$ cat src/rtl/mac_pkg.sv
// Shared types and constants for the MAC accumulate unit: FSM states,
// default widths and the saturation limits used when MAC_SATURATE_EN is defined.
package mac_pkg;

    localparam int unsigned MAC_DATA_W = 32;
    localparam int unsigned MAC_ACC_W  = 64;

    typedef enum logic [1:0] {
        IDLE  = 2'd0,
        MULT  = 2'd1,
        ACCUM = 2'd2
    } mac_state_e;

    localparam logic [MAC_ACC_W-1:0] SAT_POS_MAX = {1'b0, {(MAC_ACC_W-1){1'b1}}};
    localparam logic [MAC_ACC_W-1:0] SAT_NEG_MIN = {1'b1, {(MAC_ACC_W-1){1'b0}}};
    localparam logic [MAC_ACC_W-1:0] SAT_U_MAX   = {MAC_ACC_W{1'b1}};

endpackage

$ cat src/rtl/mac_accumulate_unit_if.sv
// Operand/result bundle between the MAC operand register (master) and the
// accumulate unit (slave).
interface mac_accumulate_unit_if
    import mac_pkg::*;
#(
    parameter int unsigned DATA_W = MAC_DATA_W,
    parameter int unsigned ACC_W  = MAC_ACC_W
);

    logic [2*DATA_W-1:0] mor_in;
    logic                start;
    logic                signed_mode;
    logic                clear_acc;
    logic                busy;
    logic                done;
    logic [ACC_W-1:0]    acc_out;
    logic                overflow;

    modport master (
        output mor_in, start, signed_mode, clear_acc,
        input  busy, done, acc_out, overflow
    );

    modport slave (
        input  mor_in, start, signed_mode, clear_acc,
        output busy, done, acc_out, overflow
    );

endinterface

$ cat src/rtl/mac_shift_add_multiplier.sv
// Unsigned sequential shift-add multiplier, one multiplier bit per step.
// last is high while the final (DATA_W-th) step is being taken.
module mac_shift_add_multiplier
    import mac_pkg::*;
#(
    parameter int unsigned DATA_W = MAC_DATA_W,
    parameter int unsigned ACC_W  = MAC_ACC_W
) (
    input  logic              clock,
    input  logic              reset,
    input  logic              load,
    input  logic              step,
    input  logic [DATA_W-1:0] a_in,
    input  logic [DATA_W-1:0] b_in,
    output logic [ACC_W-1:0]  product,
    output logic              last
);

    localparam int unsigned CNT_W = (DATA_W > 1) ? $clog2(DATA_W) : 1;
    localparam logic [CNT_W-1:0] LAST_CNT = CNT_W'(DATA_W - 1);

    logic [ACC_W-1:0]  mcand_q, mcand_d;
    logic [DATA_W-1:0] mplier_q, mplier_d;
    logic [ACC_W-1:0]  partial_q, partial_d;
    logic [CNT_W-1:0]  count_q, count_d;

    always_comb begin
        mcand_d   = mcand_q;
        mplier_d  = mplier_q;
        partial_d = partial_q;
        count_d   = count_q;
        if (load) begin
            mcand_d   = {{(ACC_W-DATA_W){1'b0}}, a_in};
            mplier_d  = b_in;
            partial_d = '0;
            count_d   = '0;
        end else if (step) begin
            if (mplier_q[0]) begin
                partial_d = partial_q + mcand_q;
            end
            mcand_d  = mcand_q << 1;
            mplier_d = mplier_q >> 1;
            count_d  = count_q + CNT_W'(1);
        end
    end

    always_ff @(posedge clock or posedge reset) begin
        if (reset) begin
            mcand_q   <= '0;
            mplier_q  <= '0;
            partial_q <= '0;
            count_q   <= '0;
        end else begin
            mcand_q   <= mcand_d;
            mplier_q  <= mplier_d;
            partial_q <= partial_d;
            count_q   <= count_d;
        end
    end

    assign product = partial_q;
    assign last    = (count_q == LAST_CNT);

endmodule

$ cat src/rtl/mac_accumulate_unit.sv
// Multiply-accumulate unit: sequential multiply of the packed operand pair,
// then add into a 64-bit accumulator with a sticky overflow flag.
// Optional build macro: MAC_SATURATE_EN (clamp acc_out on overflow).
module mac_accumulate_unit
    import mac_pkg::*;
#(
    parameter int unsigned DATA_W = MAC_DATA_W,
    parameter int unsigned ACC_W  = MAC_ACC_W
) (
    input  logic                  clock,
    input  logic                  reset,
    mac_accumulate_unit_if.slave  bus
);

    mac_state_e       state_q, state_d;
    logic             busy_q, busy_d;
    logic             done_q, done_d;
    logic [ACC_W-1:0] acc_q, acc_d;
    logic             ovf_q, ovf_d;
    logic             neg_q, neg_d;
    logic             sm_q, sm_d;

    logic [DATA_W-1:0] op_a, op_b, mag_a, mag_b;
    logic              mul_load, mul_step, mul_last;
    logic [ACC_W-1:0]  partial, product;
    logic [ACC_W:0]    sum;
    logic              ovf_now;

    assign op_a = bus.mor_in[DATA_W-1:0];
    assign op_b = bus.mor_in[2*DATA_W-1:DATA_W];

    // Signed operands are multiplied as magnitudes; -2^(DATA_W-1) maps to itself,
    // which is the correct unsigned magnitude.
    always_comb begin
        mag_a = (bus.signed_mode && op_a[DATA_W-1]) ? -op_a : op_a;
        mag_b = (bus.signed_mode && op_b[DATA_W-1]) ? -op_b : op_b;
    end

    mac_shift_add_multiplier #(
        .DATA_W (DATA_W),
        .ACC_W  (ACC_W)
    ) u_mult (
        .clock   (clock),
        .reset   (reset),
        .load    (mul_load),
        .step    (mul_step),
        .a_in    (mag_a),
        .b_in    (mag_b),
        .product (partial),
        .last    (mul_last)
    );

    always_comb begin
        product = neg_q ? -partial : partial;
        sum     = {1'b0, acc_q} + {1'b0, product};
        if (sm_q) begin
            ovf_now = (acc_q[ACC_W-1] == product[ACC_W-1]) &&
                      (sum[ACC_W-1] != acc_q[ACC_W-1]);
        end else begin
            ovf_now = sum[ACC_W];
        end
    end

    always_comb begin
        state_d  = state_q;
        busy_d   = busy_q;
        done_d   = 1'b0;
        acc_d    = acc_q;
        ovf_d    = ovf_q;
        neg_d    = neg_q;
        sm_d     = sm_q;
        mul_load = 1'b0;
        mul_step = 1'b0;
        case (state_q)
            IDLE: begin
                if (bus.clear_acc) begin
                    acc_d = '0;
                    ovf_d = 1'b0;
                end
                if (bus.start) begin
                    mul_load = 1'b1;
                    sm_d     = bus.signed_mode;
                    neg_d    = bus.signed_mode & (op_a[DATA_W-1] ^ op_b[DATA_W-1]);
                    busy_d   = 1'b1;
                    state_d  = MULT;
                end
            end
            MULT: begin
                mul_step = 1'b1;
                if (mul_last) begin
                    state_d = ACCUM;
                end
            end
            ACCUM: begin
`ifdef MAC_SATURATE_EN
                if (ovf_now) begin
                    acc_d = sm_q ? (acc_q[ACC_W-1] ? SAT_NEG_MIN : SAT_POS_MAX) : SAT_U_MAX;
                end else begin
                    acc_d = sum[ACC_W-1:0];
                end
`else
                acc_d = sum[ACC_W-1:0];
`endif
                ovf_d   = ovf_q | ovf_now;
                done_d  = 1'b1;
                busy_d  = 1'b0;
                state_d = IDLE;
            end
            default: begin
                busy_d  = 1'b0;
                state_d = IDLE;
            end
        endcase
    end

    always_ff @(posedge clock or posedge reset) begin
        if (reset) begin
            state_q <= IDLE;
            busy_q  <= 1'b0;
            done_q  <= 1'b0;
            acc_q   <= '0;
            ovf_q   <= 1'b0;
            neg_q   <= 1'b0;
            sm_q    <= 1'b0;
        end else begin
            state_q <= state_d;
            busy_q  <= busy_d;
            done_q  <= done_d;
            acc_q   <= acc_d;
            ovf_q   <= ovf_d;
            neg_q   <= neg_d;
            sm_q    <= sm_d;
        end
    end

    assign bus.busy     = busy_q;
    assign bus.done     = done_q;
    assign bus.acc_out  = acc_q;
    assign bus.overflow = ovf_q;

endmodule

$ cat src/flat_wrapper.sv
// flat-port wrapper written by rule: the top's interface ports become plain ports
module mac_accumulate_unit_flat import mac_pkg::*;
#(
    parameter int unsigned DATA_W = MAC_DATA_W,
    parameter int unsigned ACC_W  = MAC_ACC_W
)
  (clock, reset, bus_mor_in, bus_start, bus_signed_mode, bus_clear_acc, bus_busy, bus_done, bus_acc_out, bus_overflow);
  mac_accumulate_unit_if #(.DATA_W(DATA_W), .ACC_W(ACC_W)) bus_i ();
  input  logic clock;
  input  logic reset;
  input wire logic [$bits(bus_i.mor_in)-1:0] bus_mor_in;
  input wire logic [$bits(bus_i.start)-1:0] bus_start;
  input wire logic [$bits(bus_i.signed_mode)-1:0] bus_signed_mode;
  input wire logic [$bits(bus_i.clear_acc)-1:0] bus_clear_acc;
  output wire logic [$bits(bus_i.busy)-1:0] bus_busy;
  output wire logic [$bits(bus_i.done)-1:0] bus_done;
  output wire logic [$bits(bus_i.acc_out)-1:0] bus_acc_out;
  output wire logic [$bits(bus_i.overflow)-1:0] bus_overflow;
  assign bus_i.mor_in = bus_mor_in;
  assign bus_i.start = bus_start;
  assign bus_i.signed_mode = bus_signed_mode;
  assign bus_i.clear_acc = bus_clear_acc;
  assign bus_busy = bus_i.busy;
  assign bus_done = bus_i.done;
  assign bus_acc_out = bus_i.acc_out;
  assign bus_overflow = bus_i.overflow;
  mac_accumulate_unit #(.DATA_W(DATA_W), .ACC_W(ACC_W)) u_core (.clock(clock), .reset(reset), .bus(bus_i));
endmodule
$ cat config.mk
export PLATFORM = sky130hd
export DESIGN_NAME = mac_accumulate_unit_flat
export DESIGN_NICKNAME = d
export VERILOG_FILES = /design/src/rtl/mac_pkg.sv /design/src/rtl/mac_accumulate_unit_if.sv /design/src/rtl/mac_shift_add_multiplier.sv /design/src/rtl/mac_accumulate_unit.sv /design/src/flat_wrapper.sv
export SDC_FILE = /design/constraint.sdc
export NUM_CORES = 1
export LEC_CHECK = 0
export CORE_MARGIN = 1
export CORE_UTILIZATION = 25
export DETAILED_ROUTE_END_ITERATION = 7
export PLACE_DENSITY_LB_ADDON = 0.12
export RECOVER_POWER = 25
export SYNTH_ARGS = -nofsm -noshare
export SYNTH_HDL_FRONTEND = slang
export SYNTH_SLANG_ARGS = --single-unit
$ cat constraint.sdc
create_clock -name clock -period 20.3 [get_ports clock]
set_input_delay 5.075 -clock clock [delete_from_list [all_inputs] [get_ports clock]]
set_output_delay 5.075 -clock clock [all_outputs]
set_load 0.03 [all_outputs]
==> out/qor.txt, run 1 <==
fin util: 0.298
Worst Tran Pin Value: 4.73 ns
Critical Path RT: 19.85 ns
Final Hold Viols: 0
FFs w/ async S/R, synth: 1.00
RSZ-0062 raised after global routing: no
Worst path slowest cell: clkinvlp_2
yosys warns: 0
CP Max Fanout: 96
fraction of layout cells with a size suffix above 1: 0.0432
DP HPWL: 48600 µm
DRC: 0
critical path capture point type: async pin
Post-Route WL: 64800 µm
Post-CTS Setup Bufs: 0
row count: 100
largest net degree at the start of global routing: 142
final setup vio count: 0
fin nets: 2582
syn nets: 2526
Top Family by Delay on Critical Path: buffers and inverters
worst skew pair latency: 0.56 ns
outcome: finished with violations
first-pass GRT wire length: 102000 µm
vias in the first global route: 17600
CP Cell Sequence: dlygate4sd3_1 > clkinvlp_2
Die Ht: 277 µm
clock skew: 0.0282 ns
Synth Flop Type: dfrtp_1
synthesized instance count: 2323
GP Congestion: 0.886
total number of vias: 17700
# hold bufs at CTS: 0
area grow syn2layout: 17.8%
post-DR vias/cell: 5.24
Initial Utilization: 0.253
fin crit share: 0.432
Post-synth EDFFs: 0
DIE AREA: 76600 µm²
die span in x: 277 µm
GRT overflow: 0
post-DR wirelength/cell: 19.2 µm
clock transition at the registers of the reported paths: 0.06 ns
CTS tree: done
HP Class: flip-flop to flip-flop
worst endpoint data arrival time: 8.32 ns
number of buffers added on ports: 135
crit path launch type: input port
CTS resizes: 0
pwr dens: 167 nW/µm²
TNS Setup: 0 ns
ANT nets after route: 0
cts bufs inserted: 34
Largest stage delay, worst path: 2.55 ns
fin. max-slew vios: 281
Detailed Routing Iterations Pass 1: 5
clock sink total: 236
Core ar.: 74600 µm²
post-synthesis cell type count: 72
fmax: 114 MHz
final worst path period need: 8.77 ns
Root Driver: clkbuf_16
H-tree depth: 2
sequential fraction of the synthesis area: 0.313
Mapped Area: 18900 µm²
static leakage: 9.20 nW
GRT Overall Usage: 0.166
synthesized flop and latch total: 236
critical path buffer and inverter count: 2
worst setup path category: input port to async pin
Avg Inst Size Synth: 8.13 µm²
clk buf depth: 3
antenna violations before repair: 4
max-cap viol count: 4
drt initial violations: 1064
VDD IR max: 0.0729 mV
I/O pins: 136
Max-slew headroom: -2.15
failing checks: max-capacitance violations, max-slew violations
cells in the final DEF (no fill, tap or decap), types with 10 or more instances in the layout:
master / n
nand4_1: 36
nor2b_1: 13
nand2b_1: 14
buf_4: 10
o41ai_1: 12
o31ai_1: 24
xor2_1: 91
clkbuf_16: 34
a21o_1: 60
a22o_1: 45
o22ai_1: 117
clkinv_2: 11
o211ai_1: 12
and2_1: 14
nor2_1: 107
clkdlybuf4s50_1: 132
dfrtp_1: 235
nand3_1: 38
o21ai_0: 246
inv_1: 62
or3_1: 29
ha_1: 132
a31oi_1: 24
a21oi_1: 249
nor3_1: 34
and3_1: 15
o21bai_1: 29
nand2_1: 267
xnor2_1: 142
registers in the layout, summed over array words and instances, names as in the netlist:
signal,flops
u_core.bus.done,1
u_core.neg_q,1
u_core.u_mult.product,64
u_core.u_mult.count_q,5
u_core.bus.acc_out,64
u_core.bus.overflow,1
u_core.bus.busy,1
u_core.u_mult.mplier_q,32
u_core.u_mult.mcand_q,64
u_core.sm_q,1
u_core.state_q,2
power by group:
| group | total [mW] | switching, mW | internal [mW] |
|---|---|---|---|
| logic | 2.24 | 1.36 | 0.883 |
| clock network | 0.602 | 0.248 | 0.354 |
| registers | 0.882 | 0.235 | 0.647 |
Yosys cell counts, drive strengths merged, types with 8 or more instances:
cell type,count,area (µm²)
nand2,271,1020
a21oi,249,1250
o21ai,249,1250
dfrtp,236,5910
xnor2,142,1240
ha,132,1650
clkbuf,121,454
o22ai,117,732
nor2,108,405
xor2,91,797
inv,64,240
a21o,60,450
a22o,45,394
nand3,38,190
nand4,36,225
nor3,35,180
or3,31,204
o21bai,29,218
o31ai,29,243
a31oi,24,150
and3,15,93.8
and2,14,87.6
nand2b,14,87.6
nor2b,13,81.3
o41ai,13,121
o211ai,12,90.1
or4,11,93.8
nor4,9,56.3
o21a,9,67.6
a211o,8,70.1
buf,8,32.5
o221ai,8,70.1
per-stage QoR:
| step | std cells | power (mW) | hold WS, ns | setup slack, ns | cell area [µm²] |
|---|---|---|---|---|---|
| 2_1_floorplan | 2323 | 2.49 | 0.447 | 8.75 | 18900 |
| 3_3_place_gp | 3312 | 3.12 | 0.468 | 12.17 | 21100 |
| 3_5_place_dp | 3312 | 3.12 | 0.464 | 12.10 | 21100 |
| 4_1_cts | 3374 | 3.75 | 0.481 | 12.70 | 22300 |
| 5_1_grt | 3374 | 4.06 | 0.498 | 10.72 | 22200 |
| 6_report | 3376 | 3.72 | 0.479 | 11.53 | 22200 |
final cells by class:
type                    count  area, µm²
fillers                  7906      52300
multi-input cells        1892      12300
flip-flops and latches    236       5910
repair buffers            149       1450
well taps                 969       1210
clock buffers              45        972
inverters                  66        249
clock inverters            17        165
diodes                      2       5.00
path summary, 6_finish.rpt:
path                                           startpoint                  endpoint  slack, ns  cells past startpoint
worst max-delay path                                reset              u_core.neg_q      11.53                      2
worst min-delay path             u_core.u_mult.count_q[3]  u_core.u_mult.count_q[3]       0.48                      1
worst max register to register  u_core.u_mult.product[10]       u_core.bus.overflow      13.48                     18
worst min register to register   u_core.u_mult.count_q[3]  u_core.u_mult.count_q[3]       0.48                      1
max in group clock                          bus_clear_acc    u_core.bus.acc_out[63]      12.14                      6
min in group asynchronous                           reset     u_core.bus.acc_out[5]       6.35                      2
cell families after synthesis:
| kind of cell | count (synthesis) | synth area share |
|---|---|---|
| and+or+nand+nor | 616 | 0.153 |
| muxes | 4 | 0.00212 |
| buffers and inverters | 195 | 0.0389 |
| AOI/OAI and AO/OA | 905 | 0.295 |
| DFF | 236 | 0.313 |
| adders and majority gates | 134 | 0.0896 |
| xor gates and xnor gates | 233 | 0.108 |
metal layers:
layer  GRT usage  up-vias  routed length [µm]
met5           0        -                  39
met1       0.232     8513               31500
met4      0.0425        6                1360
met3      0.0263       83                2760
met2       0.266      361               29100
li1            -     8711                   -
Note: power is estimated with default switching activity, not from simulation.
==> run 2, diff against run 1 <==
==> constraint.sdc (replaced) <==
create_clock -name clock -period 8.8 [get_ports clock]
set_input_delay 2.2 -clock clock [delete_from_list [all_inputs] [get_ports clock]]
set_output_delay 2.2 -clock clock [all_outputs]
set_load 0.03 [all_outputs]
==> out/qor.txt, run 2 (synthesized netlist as in run 1, its figures left out) <==
TNS Setup: 0 ns (unchanged)
fin crit share: 0.701
failing checks: max-capacitance violations, max-slew violations
VDD IR max: 0.130 mV (+79%)
fin util: 0.298 (-0.000688)
GP Congestion: 0.860 (-3.0%)
post-DR vias/cell: 5.25 (+0.27%)
largest net degree at the start of global routing: 132 (-7.0%)
row count: 100 (unchanged)
Core ar.: 74600 µm² (unchanged)
Critical Path RT: 9.24 ns (-10.61 ns)
final worst path period need: 6.17 ns
clk buf depth: 3 (unchanged)
clock sink total: 236 (unchanged)
clock transition at the registers of the reported paths: 0.06 ns (about the same)
# hold bufs at CTS: 0 (unchanged)
GRT Overall Usage: 0.170 (+0.00317)
Reg-to-Reg End: u_core.bus.acc_out[62]
number of buffers added on ports: 135 (unchanged)
ANT nets after route: 0 (unchanged)
DIE AREA: 76600 µm² (unchanged)
path depth of the worst reg2reg path: 18 (unchanged)
R2R Path Start: u_core.u_mult.product[10]
Detailed Routing Iterations Pass 1: 5 (unchanged)
Reg2Reg Setup Slack: 2.63 ns (-10.85 ns)
vias in the first global route: 17700 (+0.47%)
fraction of layout cells with a size suffix above 1: 0.0407 (-0.00249)
die span in x: 277 µm (unchanged)
crit path launch type: flip-flop
Worst Tran Pin Value: 5.02 ns (+0.287 ns)
fin area: 22200 µm² (-0.23%)
Post-Route WL: 65800 µm (+1.4%)
CTS resizes: 0 (unchanged)
Root Driver: clkbuf_16
DRC: 0 (unchanged)
static leakage: 9.17 nW (-0.42%)
worst skew pair latency: 0.57 ns (about the same)
CP Max Fanout: 7 (-93%)
Die Ht: 277 µm (unchanged)
CTS tree: done
outcome: finished with violations
max-cap viol count: 5 (+1)
dpl cell area: 21100 µm² (about the same)
RSZ-0062 raised after global routing: no
most frequent cells in the layout: 267 x nand2_1, 249 x a21oi_1, 247 x o21ai_0
CP endpoint: u_core.bus.acc_out[62]
pwr dens: 388 nW/µm² (+130%)
antenna violations before repair: 6 (+2)
worst setup path category: flip-flop to flip-flop
clock skew: 0.0413 ns (+0.0132 ns)
I/O pins: 136 (unchanged)
commonest non-fill, non-tap cell in the layout: nand2_1
final setup vio count: 0 (unchanged)
launch point of the worst path: u_core.u_mult.product[10]
critical path capture point type: flip-flop
first-pass GRT wire length: 104000 µm (+1.4%)
Final Hold Viols: 0 (unchanged)
area grow syn2layout: 17.5%
worst endpoint data arrival time: 6.61 ns (-1.71 ns)
total number of vias: 17700 (+0.24%)
cts bufs inserted: 34 (unchanged)
fmax: 162 MHz
HP Class: flip-flop to flip-flop
Post-CTS Setup Bufs: 0 (unchanged)
H-tree depth: 2 (unchanged)
Max-slew headroom: -2.36 (-0.210)
drt initial violations: 1111 (+4.4%)
post-DR wirelength/cell: 19.5 µm (+1.5%)
fin nets: 2583 (+0.039%)
GRT overflow: 0 (unchanged)
fin. max-slew vios: 328 (+17%)
DP HPWL: 49700 µm (+2.4%)
Initial Utilization: 0.253 (unchanged)
## run 2: routing by layer
layer / vias up / part of all wire / routed length, µm / GRT usage
met4: 10 / 0.023 / 1530 / 0.0469
met3: 93 / 0.037 / 2400 / 0.0230
li1: 8711 / - / - / -
met5: - / 0.0010 / 67 / 0
met1: 8532 / 0.50 / 33200 / 0.245
met2: 370 / 0.43 / 28600 / 0.262
## run 2: layout make-up
| cell class | count | area (µm²) |
|---|---|---|
| flip-flops and latches | 236 | 5910 |
| multi-input cells | 1892 | 12300 |
| clock inverters | 10 | 77.6 |
| well taps | 969 | 1210 |
| repair buffers | 150 | 1460 |
| clock buffers | 51 | 1010 |
| fillers | 7992 | 52400 |
| diodes | 1 | 2.50 |
| inverters | 66 | 249 |
## run 2: per-stage QoR
stage	instances	worst slack, ns	total power [mW]	hold slack, ns
6_report	3375	2.63	8.60	0.478
2_1_floorplan	2323	0.125	5.75	0.447
3_3_place_gp	3313	2.61	7.24	0.468
3_5_place_dp	3313	2.59	7.23	0.465
5_1_grt	3375	1.93	9.37	0.524
4_1_cts	3374	2.58	8.65	0.482
## run 2: report_power, final
part,internal (mW),switching [mW],leakage [nW]
Clock,0.801,0.554,0.536
Sequential,1.49,0.569,2.96
Combinational,2.04,3.14,5.67
## run 2: worst min-delay path by stage
stage                                          start                         end  slack, ns  cells past startpoint
final                     u_core.u_mult.mplier_q[31]  u_core.u_mult.mplier_q[31]       0.48                      2
after global placement    u_core.u_mult.mplier_q[31]  u_core.u_mult.mplier_q[31]       0.47                      2
after CTS                 u_core.u_mult.mplier_q[31]  u_core.u_mult.mplier_q[31]       0.48                      2
after detailed placement  u_core.u_mult.mplier_q[31]  u_core.u_mult.mplier_q[31]       0.47                      2
after global routing        u_core.u_mult.count_q[3]    u_core.u_mult.count_q[3]       0.52                      1
after floorplan           u_core.u_mult.mplier_q[31]  u_core.u_mult.mplier_q[31]       0.45                      2
## run 2: worst max-delay path, cell delays in order, from the launching register on
cell and delay, ns:
dfrtp_1 0.45, or4_4 0.57, or3_4 0.36, or4_4 0.43, or3_1 0.46, or2_1 0.35, o41ai_1 0.34, xnor2_1 0.20
ha_1 0.36, a211oi_1 0.33, o211ai_1 0.16, a41oi_1 0.31, o221ai_1 0.22, a32o_1 0.26, a41o_1 0.24, o211ai_1 0.32
nor3_1 0.12, or3_1 0.35, a32o_1 0.25
==> run 3, diff against run 2 <==
==> constraint.sdc (replaced) <==
create_clock -name clock -period 6 [get_ports clock]
set_input_delay 1.5 -clock clock [delete_from_list [all_inputs] [get_ports clock]]
set_output_delay 1.5 -clock clock [all_outputs]
set_load 0.03 [all_outputs]
==> out/qor.txt, run 3 (synthesized netlist as in run 1, its figures left out) <==
outcome: finished with violations
failing checks: max-capacitance violations, max-slew violations
Die Ht: 277 µm (unchanged)
worst setup path category: flip-flop to flip-flop
crit path launch type: flip-flop
drt initial violations: 923 (-17%)
Critical Path RT: 6.43 ns (-2.81 ns)
fin util: 0.300 (+0.00248)
WP depth: 19 (+1)
max-cap viol count: 4 (-1)
TNS Setup: 0 ns (unchanged)
CP Max Fanout: 5 (-2)
# hold bufs at CTS: 0 (unchanged)
clock power share: 0.159 (about the same)
critical path buffer and inverter count: 1 (+1)
fin nets: 2604 (+0.81%)
Net Switching: 6.28 mW (+47%)
clock transition at the registers of the reported paths: 0.06 ns (about the same)
CP Cell Sequence: or4_4 > or3_4 > or3_1 > or3_1 > or3_1 > o41ai_1 > xnor2_1 > ha_1 > a21o_1 > a21o_1 > a21oi_1 > nand4_1 > o2bb2ai_2 > o31ai_1 > buf_4 > a31o_2 > a221o_1 > xor2_1 > a22o_1
number of fillers in the final layout: 7875 (-1.5%)
static leakage: 9.27 nW (+1.1%)
Final Hold Viols: 0 (unchanged)
cts bufs inserted: 34 (unchanged)
vias in the first global route: 17400 (-1.9%)
most frequent cells in the layout: 267 x nand2_1, 249 x a21oi_1, 246 x o21ai_0
VDD IR max: 0.179 mV (+38%)
Worst path slowest cell: or4_4
fin. max-slew vios: 289 (-12%)
WHS: 0.482 ns (+0.00386 ns)
Ant. Diodes: 0 (-1)
row count: 100 (unchanged)
Most common cell on crit path: or3_1
fmax: 175 MHz (+8.3%)
number of buffers added on ports: 135 (unchanged)
switch share: 0.493 (-0.00299)
largest net degree at the start of global routing: 111 (-16%)
first-pass GRT wire length: 102000 µm (-1.3%)
final setup vio count: 0 (unchanged)
clock sink total: 236 (unchanged)
path depth of the worst reg2reg path: 19 (+1)
Seq pwr share: 0.236 (-0.004)
die span in x: 277 µm (unchanged)
Core ar.: 74600 µm² (unchanged)
area grow syn2layout: 18.5%
Top Family by Delay on Critical Path: compound AO/OA/AOI/OAI gates
Pint: 6.46 mW (+49%)
GRT Overall Usage: 0.168 (-0.00163)
Post-Route WL: 65500 µm (-0.37%)
Largest stage delay, worst path: 0.52 ns (-0.05 ns)
final worst path period need: 5.70 ns (-0.471 ns)
GP Congestion: 0.867 (+0.87%)
commonest non-fill, non-tap cell in the layout: nand2_1
Place WS: 0.224 ns (-2.37 ns)
HP Class: flip-flop to flip-flop
antenna violations before repair: 5 (-1)
Initial Utilization: 0.253 (unchanged)
worst skew pair latency: 0.54 ns (-0.03 ns)
Root Driver: clkbuf_16
CTS tree: done
post-route setup slack: 0.299 ns (-2.33 ns)
clock skew: 0.0111 ns (-0.0302 ns)
H-tree depth: 2 (unchanged)
Hold Path Depth: 2 (unchanged)
fin crit share: 0.950 (+0.249)
pwr dens: 569 nW/µm² (+47%)
critical path capture point type: flip-flop
PnR Total Power: 12.7 mW (+48%)
combinational power share: 0.606 (+0.003)
DRC: 0 (unchanged)
worst endpoint data arrival time: 6.13 ns (-0.48 ns)
DP HPWL: 50300 µm (+1.1%)
Detailed Routing Iterations Pass 1: 5 (unchanged)
fraction of layout cells with a size suffix above 1: 0.0520 (+0.0112)
post-DR vias/cell: 5.20 (-0.97%)
Worst Tran Pin Value: 3.52 ns (-1.50 ns)
Max-slew headroom: -1.34 (+1.02)
DIE AREA: 76600 µm² (unchanged)
post-DR wirelength/cell: 19.3 µm (-0.90%)
ANT nets after route: 0 (unchanged)
RSZ-0062 raised after global routing: no
total number of vias: 17600 (-0.45%)
clk buf depth: 3 (unchanged)
GRT overflow: 0 (unchanged)
I/O pins: 136 (unchanged)
[run 3: cell count changes in the layout (fill, tap and decap cells not counted), sizes merged]
cell	previous run	this run
clkinv	7	8
bufinv	0	2
clkinvlp	3	5
diode	1	0
inv	66	65
clkbuf	55	49
buf	12	33
[run 3: worst reg2reg max path: cells and delay by family, from the launching register on]
kind | cells | cell delay [ns]
compound gates | 9 | 2.22
xor+xnor | 2 | 0.38
fa+ha+maj | 1 | 0.34
buf+inv | 1 | 0.15
flops | 1 | 0.45
simple gates | 6 | 2.06
[run 3: per-stage QoR]
stage / area [µm²] / cells
final: 22400 / 3393
after global routing: 22400 / 3393
after CTS: 22400 / 3393
after detailed placement: 21300 / 3334
after global placement: 21300 / 3334
after floorplan: 18900 / 2323
[run 3: worst paths after layout]
path | startpoint | to | slack, ns
min in group asynchronous | reset | u_core.u_mult.mplier_q[22] | 1.55
max in group asynchronous | reset | u_core.bus.acc_out[38] | 1.13
worst max register to register | u_core.u_mult.product[30] | u_core.bus.acc_out[59] | 0.30
worst min-delay path | u_core.u_mult.mplier_q[31] | u_core.u_mult.mplier_q[31] | 0.48
worst min register to register | u_core.u_mult.mplier_q[31] | u_core.u_mult.mplier_q[31] | 0.48
worst max-delay path | u_core.u_mult.product[30] | u_core.bus.acc_out[59] | 0.30
[run 3: cell type report]
class | count | area (µm²) | area share
multi-input cells | 1892 | 12300 | 0.550
flip-flops and latches | 236 | 5910 | 0.264
repair buffers | 171 | 1600 | 0.0717
well taps | 969 | 1210 | 0.0542
clock buffers | 45 | 963 | 0.0431
inverters | 66 | 249 | 0.0111
clock inverters | 14 | 134 | 0.00598
[run 3: what timing repair did]
item                       in CTS  in global routing
setup buffers                   0                  0
setup endpoints to repair       0                  5
gates resized for setup         0                  4
[run 3: metal layers]
metal  GRT usage  share of wire
met1       0.242           0.51
met2       0.261           0.44
met3      0.0241          0.037
met4      0.0427          0.021
met5           0         0.0011
[run 3: power groups by stage]
stage | registers, mW | clock network, mW | logic, mW
after CTS | 2.99 | 2.10 | 7.70
after global routing | 3.09 | 2.15 | 8.61
after detailed placement | 3.01 | 0 | 7.68
final | 3.00 | 2.02 | 7.71
after global placement | 3.01 | 0 | 7.70
after floorplan | 2.78 | 0 | 5.66
